### src/rtl/adc_scan_seq_if.sv
`timescale 1ns/1ps
`default_nettype none
// ============================================================================
// Module   : adc_scan_seq_if
// Desc     : Control, ADC pin and sample-output bundle for adc_scan_seq.
// Revision : 1.0  initial release
// ============================================================================
interface adc_scan_seq_if #(
    parameter int NCH = 2,
    parameter int RES = 8
);
    logic           enable;
    logic           single;
    logic [NCH-1:0] chmask;
    logic           csn;
    logic           sclk;
    logic           mosi;
    logic           miso;
    logic           smp_valid;
    logic [2:0]     smp_chan;
    logic [RES-1:0] smp_data;
    logic           scan_done;
    logic           busy;

    // slave: the sequencer itself; master: controller, ADC and sample consumer
    modport slave (
        input  enable, single, chmask, miso,
        output csn, sclk, mosi, smp_valid, smp_chan, smp_data, scan_done, busy
    );
    modport master (
        output enable, single, chmask, miso,
        input  csn, sclk, mosi, smp_valid, smp_chan, smp_data, scan_done, busy
    );
endinterface
`default_nettype wire

### src/rtl/adc_scan_seq.sv
`timescale 1ns/1ps
`default_nettype none
// ============================================================================
// Module   : adc_scan_seq
// Desc     : Self-timed SPI scan sequencer for ADC082S021/ADC1x8S02x ADCs,
//            tracking the one-frame address pipeline so samples carry their channel.
// Revision : 1.0  initial release
// ============================================================================
module adc_scan_seq #(
    parameter int NCH    = 2,
    parameter int RES    = 8,
    parameter int CLKDIV = 4,
    parameter int GAP    = 2
) (
    input  wire logic     clk,
    input  wire logic     reset,
    adc_scan_seq_if.slave bus
);
    localparam int c_CMAX = (CLKDIV > GAP) ? CLKDIV : GAP;
    localparam int c_CW   = $clog2(c_CMAX) + 1;

    typedef enum logic [2:0] {
        S_IDLE  = 3'd0,
        S_SETUP = 3'd1,
        S_SHIFT = 3'd2,
        S_HOLD  = 3'd3,
        S_GAP   = 3'd4
    } state_t;

    state_t          r_state, w_state;
    logic [c_CW-1:0] r_cnt, w_cnt;
    logic [3:0]      r_bit, w_bit;
    logic            r_csn, w_csn;
    logic            r_sclk, w_sclk;
    logic            r_mosi, w_mosi;
    logic [11:0]     r_rx, w_rx;
    logic [NCH-1:0]  r_mask, w_mask;
    logic [2:0]      r_addr, w_addr;
    logic [2:0]      r_prev_addr, w_prev_addr;
    logic            r_prev_last, w_prev_last;
    logic            r_prime, w_prime;
    logic            r_smp_valid, w_smp_valid;
    logic [2:0]      r_smp_chan, w_smp_chan;
    logic [RES-1:0]  r_smp_data, w_smp_data;
    logic            r_scan_done, w_scan_done;
    logic            r_busy, w_busy;

    logic [15:0]     w_tx;
    logic [NCH-1:0]  w_newmask;
    logic            w_last;
    logic            w_div_end;
    logic            w_gap_end;
    logic            w_start;
    logic            w_frame_done;

    function automatic logic [2:0] f_first(input logic [NCH-1:0] m);
        f_first = 3'd0;
        for (int i = NCH - 1; i >= 0; i--)
            if (m[i]) f_first = 3'(i);
    endfunction

    // lowest enabled channel above a, wrapping to the first enabled one
    function automatic logic [2:0] f_next(input logic [NCH-1:0] m, input logic [2:0] a);
        f_next = f_first(m);
        for (int i = NCH - 1; i >= 0; i--)
            if (m[i] && (i > int'(a))) f_next = 3'(i);
    endfunction

    function automatic logic f_is_last(input logic [NCH-1:0] m, input logic [2:0] a);
        f_is_last = 1'b1;
        for (int i = 0; i < NCH; i++)
            if (m[i] && (i > int'(a))) f_is_last = 1'b0;
    endfunction

    assign w_div_end    = (r_cnt == c_CW'(CLKDIV - 1));
    assign w_gap_end    = (r_cnt == c_CW'(GAP - 1));
    assign w_start      = (bus.enable | bus.single) & (|bus.chmask);
    // the frame in flight returns the last channel of its scan
    assign w_frame_done = ~r_prime & r_prev_last;

    always_comb begin
        w_state     = r_state;
        w_cnt       = r_cnt;
        w_bit       = r_bit;
        w_csn       = r_csn;
        w_sclk      = r_sclk;
        w_mosi      = r_mosi;
        w_rx        = r_rx;
        w_mask      = r_mask;
        w_addr      = r_addr;
        w_prev_addr = r_prev_addr;
        w_prev_last = r_prev_last;
        w_prime     = r_prime;
        w_smp_valid = 1'b0;
        w_smp_chan  = r_smp_chan;
        w_smp_data  = r_smp_data;
        w_scan_done = 1'b0;
        w_busy      = r_busy;
        w_tx        = {2'b00, r_addr, 11'd0};
        w_newmask   = (|bus.chmask) ? bus.chmask : r_mask;
        w_last      = f_is_last(r_mask, r_addr);

        case (r_state)
            S_IDLE: begin
                if (w_start) begin
                    w_state = S_SETUP;
                    w_cnt   = '0;
                    w_csn   = 1'b0;
                    w_mosi  = 1'b0;     // tx[15] is a fixed zero
                    w_busy  = 1'b1;
                    w_mask  = bus.chmask;
                    w_addr  = f_first(bus.chmask);
                    w_prime = 1'b1;
                end
            end
            S_SETUP: begin
                if (w_div_end) begin
                    w_state = S_SHIFT;
                    w_cnt   = '0;
                    w_bit   = 4'd0;
                    w_sclk  = 1'b0;
                    w_mosi  = w_tx[15];
                end else begin
                    w_cnt = r_cnt + 1'b1;
                end
            end
            S_SHIFT: begin
                if (w_div_end) begin
                    w_cnt = '0;
                    if (!r_sclk) begin
                        w_sclk = 1'b1;
                        w_rx   = {r_rx[10:0], bus.miso};
                        if (r_bit == 4'd15) w_state = S_HOLD;
                    end else begin
                        w_sclk = 1'b0;
                        w_bit  = r_bit + 4'd1;
                        w_mosi = w_tx[4'd15 - (r_bit + 4'd1)];
                    end
                end else begin
                    w_cnt = r_cnt + 1'b1;
                end
            end
            S_HOLD: begin
                if ((r_cnt == '0) && !r_prime) begin
                    w_smp_valid = 1'b1;
                    w_smp_chan  = r_prev_addr;
                    w_smp_data  = r_rx[11:12-RES];
                    w_scan_done = r_prev_last;
                end
                if (w_div_end) begin
                    w_state = S_GAP;
                    w_cnt   = '0;
                    w_csn   = 1'b1;
                end else begin
                    w_cnt = r_cnt + 1'b1;
                end
            end
            S_GAP: begin
                if (w_gap_end) begin
                    w_cnt = '0;
                    if (w_frame_done && !bus.enable) begin
                        w_state = S_IDLE;
                        w_busy  = 1'b0;
                    end else begin
                        w_state     = S_SETUP;
                        w_csn       = 1'b0;
                        w_mosi      = 1'b0;
                        w_prime     = 1'b0;
                        w_prev_addr = r_addr;
                        w_prev_last = w_last;
                        // after the last channel, this frame primes the next scan
                        if (w_last) begin
                            w_mask = w_newmask;
                            w_addr = f_first(w_newmask);
                        end else begin
                            w_addr = f_next(r_mask, r_addr);
                        end
                    end
                end else begin
                    w_cnt = r_cnt + 1'b1;
                end
            end
            default: begin
                w_state = S_IDLE;
            end
        endcase
    end

    always_ff @(posedge clk or posedge reset) begin
        if (reset) begin
            r_state     <= S_IDLE;
            r_cnt       <= '0;
            r_bit       <= 4'd0;
            r_csn       <= 1'b1;
            r_sclk      <= 1'b1;
            r_mosi      <= 1'b0;
            r_rx        <= '0;
            r_mask      <= '0;
            r_addr      <= 3'd0;
            r_prev_addr <= 3'd0;
            r_prev_last <= 1'b0;
            r_prime     <= 1'b0;
            r_smp_valid <= 1'b0;
            r_smp_chan  <= 3'd0;
            r_smp_data  <= '0;
            r_scan_done <= 1'b0;
            r_busy      <= 1'b0;
        end else begin
            r_state     <= w_state;
            r_cnt       <= w_cnt;
            r_bit       <= w_bit;
            r_csn       <= w_csn;
            r_sclk      <= w_sclk;
            r_mosi      <= w_mosi;
            r_rx        <= w_rx;
            r_mask      <= w_mask;
            r_addr      <= w_addr;
            r_prev_addr <= w_prev_addr;
            r_prev_last <= w_prev_last;
            r_prime     <= w_prime;
            r_smp_valid <= w_smp_valid;
            r_smp_chan  <= w_smp_chan;
            r_smp_data  <= w_smp_data;
            r_scan_done <= w_scan_done;
            r_busy      <= w_busy;
        end
    end

    assign bus.csn       = r_csn;
    assign bus.sclk      = r_sclk;
    assign bus.mosi      = r_mosi;
    assign bus.smp_valid = r_smp_valid;
    assign bus.smp_chan  = r_smp_chan;
    assign bus.smp_data  = r_smp_data;
    assign bus.scan_done = r_scan_done;
    assign bus.busy      = r_busy;
endmodule
`default_nettype wire

### src/flat_wrapper.sv
// flat-port wrapper written by rule: the top's interface ports become plain ports
module adc_scan_seq_flat 
#(
    parameter int NCH    = 2,
    parameter int RES    = 8,
    parameter int CLKDIV = 4,
    parameter int GAP    = 2
)
  (clk, reset, bus_enable, bus_single, bus_chmask, bus_miso, bus_csn, bus_sclk, bus_mosi, bus_smp_valid, bus_smp_chan, bus_smp_data, bus_scan_done, bus_busy);
  adc_scan_seq_if #(.NCH(NCH), .RES(RES)) bus_i ();
  input  wire logic clk;
  input  wire logic reset;
  input wire logic [$bits(bus_i.enable)-1:0] bus_enable;
  input wire logic [$bits(bus_i.single)-1:0] bus_single;
  input wire logic [$bits(bus_i.chmask)-1:0] bus_chmask;
  input wire logic [$bits(bus_i.miso)-1:0] bus_miso;
  output wire logic [$bits(bus_i.csn)-1:0] bus_csn;
  output wire logic [$bits(bus_i.sclk)-1:0] bus_sclk;
  output wire logic [$bits(bus_i.mosi)-1:0] bus_mosi;
  output wire logic [$bits(bus_i.smp_valid)-1:0] bus_smp_valid;
  output wire logic [$bits(bus_i.smp_chan)-1:0] bus_smp_chan;
  output wire logic [$bits(bus_i.smp_data)-1:0] bus_smp_data;
  output wire logic [$bits(bus_i.scan_done)-1:0] bus_scan_done;
  output wire logic [$bits(bus_i.busy)-1:0] bus_busy;
  assign bus_i.enable = bus_enable;
  assign bus_i.single = bus_single;
  assign bus_i.chmask = bus_chmask;
  assign bus_i.miso = bus_miso;
  assign bus_csn = bus_i.csn;
  assign bus_sclk = bus_i.sclk;
  assign bus_mosi = bus_i.mosi;
  assign bus_smp_valid = bus_i.smp_valid;
  assign bus_smp_chan = bus_i.smp_chan;
  assign bus_smp_data = bus_i.smp_data;
  assign bus_scan_done = bus_i.scan_done;
  assign bus_busy = bus_i.busy;
  adc_scan_seq #(.NCH(NCH), .RES(RES), .CLKDIV(CLKDIV), .GAP(GAP)) u_core (.clk(clk), .reset(reset), .bus(bus_i));
endmodule
### config.mk
export PLATFORM = sky130hd
export DESIGN_NAME = adc_scan_seq_flat
export DESIGN_NICKNAME = d
export VERILOG_FILES = /design/src/rtl/adc_scan_seq_if.sv /design/src/rtl/adc_scan_seq.sv /design/src/flat_wrapper.sv
export SDC_FILE = /design/constraint.sdc
export NUM_CORES = 1
export LEC_CHECK = 0
export BUFFER_PORTS_ARGS = -buffer_cell sky130_fd_sc_hd__buf_4
export CAP_MARGIN = 30
export CELL_PAD_IN_SITES_DETAIL_PLACEMENT = 0
export CELL_PAD_IN_SITES_GLOBAL_PLACEMENT = 1
export CORE_ASPECT_RATIO = 1.1
export CORE_UTILIZATION = 39
export DETAILED_ROUTE_END_ITERATION = 10
export GPL_ROUTABILITY_DRIVEN = 0
export HOLD_SLACK_MARGIN = 0.05
export PLACE_DENSITY_LB_ADDON = 0.3
export SLEW_MARGIN = 0
export SYNTH_ARGS = -nofsm -noshare
export SYNTH_HDL_FRONTEND = slang
export SYNTH_SLANG_ARGS = --single-unit
export TNS_END_PERCENT = 30
### constraint.sdc
create_clock -name clk -period 2.1 [get_ports clk]
set_input_delay 0.105 -clock clk [delete_from_list [all_inputs] [get_ports clk]]
set_output_delay 0.105 -clock clk [all_outputs]
set_load 0.02 [all_outputs]
## After elaboration in Yosys (flattened, before gate mapping)

Cells that the tools add are included.

- Flip-flop bits (word level): 49
- Input port bits: 7
- Output and inout port bits: 17
- Word-level logic and storage cells: 128

- $add $sub $neg: 3
- Order comparisons: 2
- Eq/ne operators: 18
- Muxes and demuxes: 56
- Bitwise operators: 6
- Reduce and logical (&&, ||, !) cells: 26

Operators by type and width:

| cell | number |
|---|---|
| two-way mux 3 bit | 13 |
| two-way mux 1 bit | 24 |
| != test 2 x 1 -> 1 bit, second input constant | 8 |
| one-hot mux 3 bit (5 select lines) | 1 |
| AND reduction 7 bit | 2 |
| two-way mux 4 bit | 3 |
| AND reduction 4 bit | 3 |
| two-way mux 2 bit | 5 |
| AND reduction 5 bit | 2 |
| equality test 3 x 2 -> 1 bit, second input constant | 3 |
| one-hot mux 3 bit (3 select lines) | 1 |
| AND reduction 3 bit | 3 |
| one-hot mux 4 bit (2 select lines) | 1 |
| equality test 3 x 1 -> 1 bit, second input constant | 2 |
| zero test 3 bit | 2 |
| != test 2 bit, second input constant | 3 |
| one-hot mux 1 bit (2 select lines) | 3 |
| one-hot mux 3 bit (2 select lines) | 1 |
| nonzero test 3 bit | 2 |
| < comparator 4 x 5 -> 1 bit, second input constant | 1 |
| adder 4 x 1 -> 4 bit, second input constant | 1 |
| binary-select mux 1 bit (select 4 bit) | 1 |
| equality test 4 bit, second input constant | 1 |
| one-hot mux 1 bit (4 select lines) | 1 |
| other kinds (16) | 24 |

## Logic depth before layout (Yosys ltp)

- Word-level depth: 8
- Depth in mapped cells: 6
- Depth with buffers taken out: 6

## Worst setup path before layout

Ideal clock, no wire load.

- Path type: register to register
- From: register u_core.r_state[0]
- To: register u_core.r_addr[0]
- Setup time: 0.125 ns
- Data arrival time: 1.717 ns
- Data required time: 1.975 ns
- Setup slack: 0.258 ns
- Cell stages (with the launch flop): 5
- Clock period less this slack: 1.842 ns
- Cells stage by stage: dfrtp_1 or3b_4 or3b_1 o32a_1 mux2_2

- Longest elaborated chain between the ends: 3

RTL lines:

| item | RTL line | text |
|---|---|---|
| start, declared | adc_scan_seq.sv:30 | `state_t r_state, w_state;` |
| start signal, assigned | adc_scan_seq.sv:209 | `r_state <= w_state;` |
| equality test 3 bit / zero test 3 bit (equally long branches) | adc_scan_seq.sv:103 | `case (r_state)` |
| != test 2 x 1 -> 1 bit (no line) (tied with other cells) | n/a |  |
| AND reduction 4 bit (no line) | n/a |  |
| end signal, assigned | adc_scan_seq.sv:217 | `r_addr <= w_addr;` |
| end, declared | adc_scan_seq.sv:38 | `logic [2:0] r_addr, w_addr;` |

Several ways; a longest one is shown, not always the timed one.
A chain may end at the register's enable or synchronous reset.

## Final worst setup path

Ends and elaborated chain as after synthesis.

==> results.txt <==
Outcome: finished, final reports clean
Setup crit start kind: flop
Number of synthesized register bits: 43
Setup crit start: u_core.r_state[0]
Largest net degree at the start of global routing: 44
Setup TNS: 0 ns
Via density: 5.18
Post-synthesis mux area share: 14.8%
Slew Viols, Final: 0
Crit share post-route: 90.3%
Commonest cells after routing, fill and taps aside: dfrtp_1, buf_4, mux2_2
CTS sink count: 43
Post-synthesis sequential area ratio: 51.1%
Slew HR: 64.5%
CTS Buffer Depth: 2
Root Driver: clkbuf_8
Cell count after synthesis: 188
Share of the synthesized area in the top cell type: 48.6%
Post-DP HPWL: 2910 microns
Worst Clk Skew: 0.00463 ns
Main combinational cell family by area after synthesis: simple AND/OR/NAND/NOR gates
First-pass DRT Iterations: 4
Synth Area in XOR/XNOR: 1.25%
Pwr Density: 588 mW/mm^2
CP Data Arrival Time: 2.08 ns
Total congestion overflow: 0
Crit path largest cell delay: 0.43 ns
Core area: 0.00510 sq mm
Initial antenna violation count: 0
Vias in the first global route: 1519
RSZ-0062 raised after global routing: false
First-pass GRT wire length: 6970 microns
Hold WC Path Type: primary input to flop
Syn_area_per_cell: 11.2 sq um
Max cap viols: 0
Critical R2R Capture: u_core.r_addr[0]
Initial Util: 41.4%
Worst-Skew Late Latency: 0.29 ns
FF-to-FF Start: u_core.r_state[0]
Die width: 72.1 microns
Die area: 0.00571 sq mm
Dominant cell type by area after synthesis: dfrtp_1
Post-Synth Simple-Gate Area: 15.5%
Hold_sp: bus_chmask[1]
Initial DRC count: 86
Hold Vio Cnt, Final: 0
Area growth syn-to-layout: 17.8%
Worst setup path end: u_core.r_addr[0]
Crit path max-delay cell type: or3b_4
Clock-pin slew on the worst setup and hold paths: 0.08 ns
Prevailing post-synth register cell: dfrtp_1
Ranking of synthesized cells by area: dfrtp_1, mux2_2, ha_1
DR DRC count: 0
Flop2flop setup slack: 0.20 ns
Antenna Cells: 0
Synth Area in Adders: 3.56%
Count of final setup violators: 0
Worst VDD drop: 0.000458 V
CTS tree: yes
Slew at the pin closest to its max-slew limit: 0.532 ns
Clock buffer count from CTS: 5
CP Class: flop to flop
Post-route ant nets: 0
Post-CTS Setup Inserts: 0
Global-route usage over all layers: 15.8%
Vias: 1498
Synth Area in Compound Gates: 10.2%
CP required: 2.29 ns
Post-synth cell types: 42
Asr flop ratio synth: 100%
Avg WL per Cell: 14.3 microns
Row cnt: 27
Crit-path cells: or3b_4, or3b_1, o32a_1, mux2_2
Share of cells above drive strength 1: 31.8%
Mapped Area: 0.00211 sq mm
Max Fclk: 527 MHz
Most common cell after layout, fill and taps aside: dfrtp_1
Ports: 24
Reg2Reg Depth: 4
EDFF count, synth: 0
Fin crit period: 1.90 ns
Die height: 79.1 microns
Leak pwr: 1.15 nW
CTS HTree Levels: 2
Fin nets: 229
Yosys warnings: 0
Port Buffers: 21
Overall power: 0.00146 W
Drt total wl: 4120 microns
Number of fill cells: 477
CP endpoint kind: flop
Critical-path maximum fanout: 5
worst min-delay path by stage:
stage | end | cells after the start | slack (ns)
after global routing | u_core.r_mask[1] | 2 | 0.12
final | u_core.r_mask[1] | 2 | 0.09
after CTS | u_core.r_mask[1] | 2 | 0.09
after floorplan | u_core.r_rx[0] | 1 | 0.26
after detailed placement | u_core.bus.smp_data[0] | 3 | 0.28
after global placement | u_core.bus.mosi | 3 | 0.27
critical path: cells and delay by family (launching register included):
family	cells	cell delay, ns
and+or+nand+nor	2	0.84
DFF	1	0.38
AOI/OAI and AO/OA	1	0.30
muxes	1	0.26
layout make-up:
class	count	area, sq um	share of cell area (%)
clock buffers	6	82.6	3.32
clock inverters	2	16.3	0.655
inverters	8	30.0	1.21
multi-input cells	129	965	38.8
flip-flops and latches	43	1080	43.4
well taps	72	90.1	3.63
repair buffers	29	223	8.96
flip-flops by register name, indices dropped and copies added (netlist names), 2 cells and up:
signal,count
u_core.bus.smp_data,8
u_core.r_bit,4
u_core.r_cnt,3
u_core.r_mask,2
u_core.r_rx,12
u_core.r_state,3
what timing repair did:
action / 4_1_cts / 5_1_grt
hold endpoints to repair: 42 / 0
endpoints found under the setup margin: 0 / 2
hold buffers: 2 / 0
resized for setup: 0 / 2
synth_stat cells (all sizes together), types with 3 or more instances:
cell,count
nor3b,3
nand2b,3
or3b,3
dfrtp,41
o21ai,9
nor2b,5
o22ai,4
mux2,25
nand2,16
buf,3
or2,4
mux2i,3
ha,6
nand3b,4
inv,8
clkbuf,6
nor3,3
nor2,11
metal layers:
layer  wire length (microns)  up-vias  global-route usage, %
li1                        -      723                      -
met1                    1890      746                   18.9
met2                    2050       23                   27.0
met3                     129        6                   3.05
met4                      53        0                   7.65
met5                       0        -                      0
where the power goes:
group	total, W	internal, W	switching [W]	leakage [nW]
clock network	0.000556	0.000268	0.000288	0.0474
logic	0.0000611	0.0000244	0.0000367	0.551
registers	0.000843	0.000837	0.00000639	0.547
metrics by stage:
step           util (%)  worst slack (ns)  instances  cell area [sq um]  hold slack (ns)
6_report           48.7             0.204        289               2480           0.0896
5_1_grt            48.7            0.0417        289               2480            0.115
4_1_cts            48.7            0.0727        289               2480           0.0867
3_5_place_dp       46.3            0.0916        279               2360            0.279
3_3_place_gp       46.3             0.214        279               2360            0.266
2_1_floorplan         -             0.258        189               2110            0.256
cells by family (layout without fill, tap and decap cells):
logic type | Yosys count | after routing
muxes | 28 | 28
and+or+nand+nor | 59 | 59
DFF | 43 | 43
adders and majority gates | 6 | 6
other | 1 | 2
buffers and inverters | 17 | 45
AOI/OAI and AO/OA | 31 | 31
xor gates and xnor gates | 3 | 3
No activity file was read; power rests on OpenSTA's default activity.
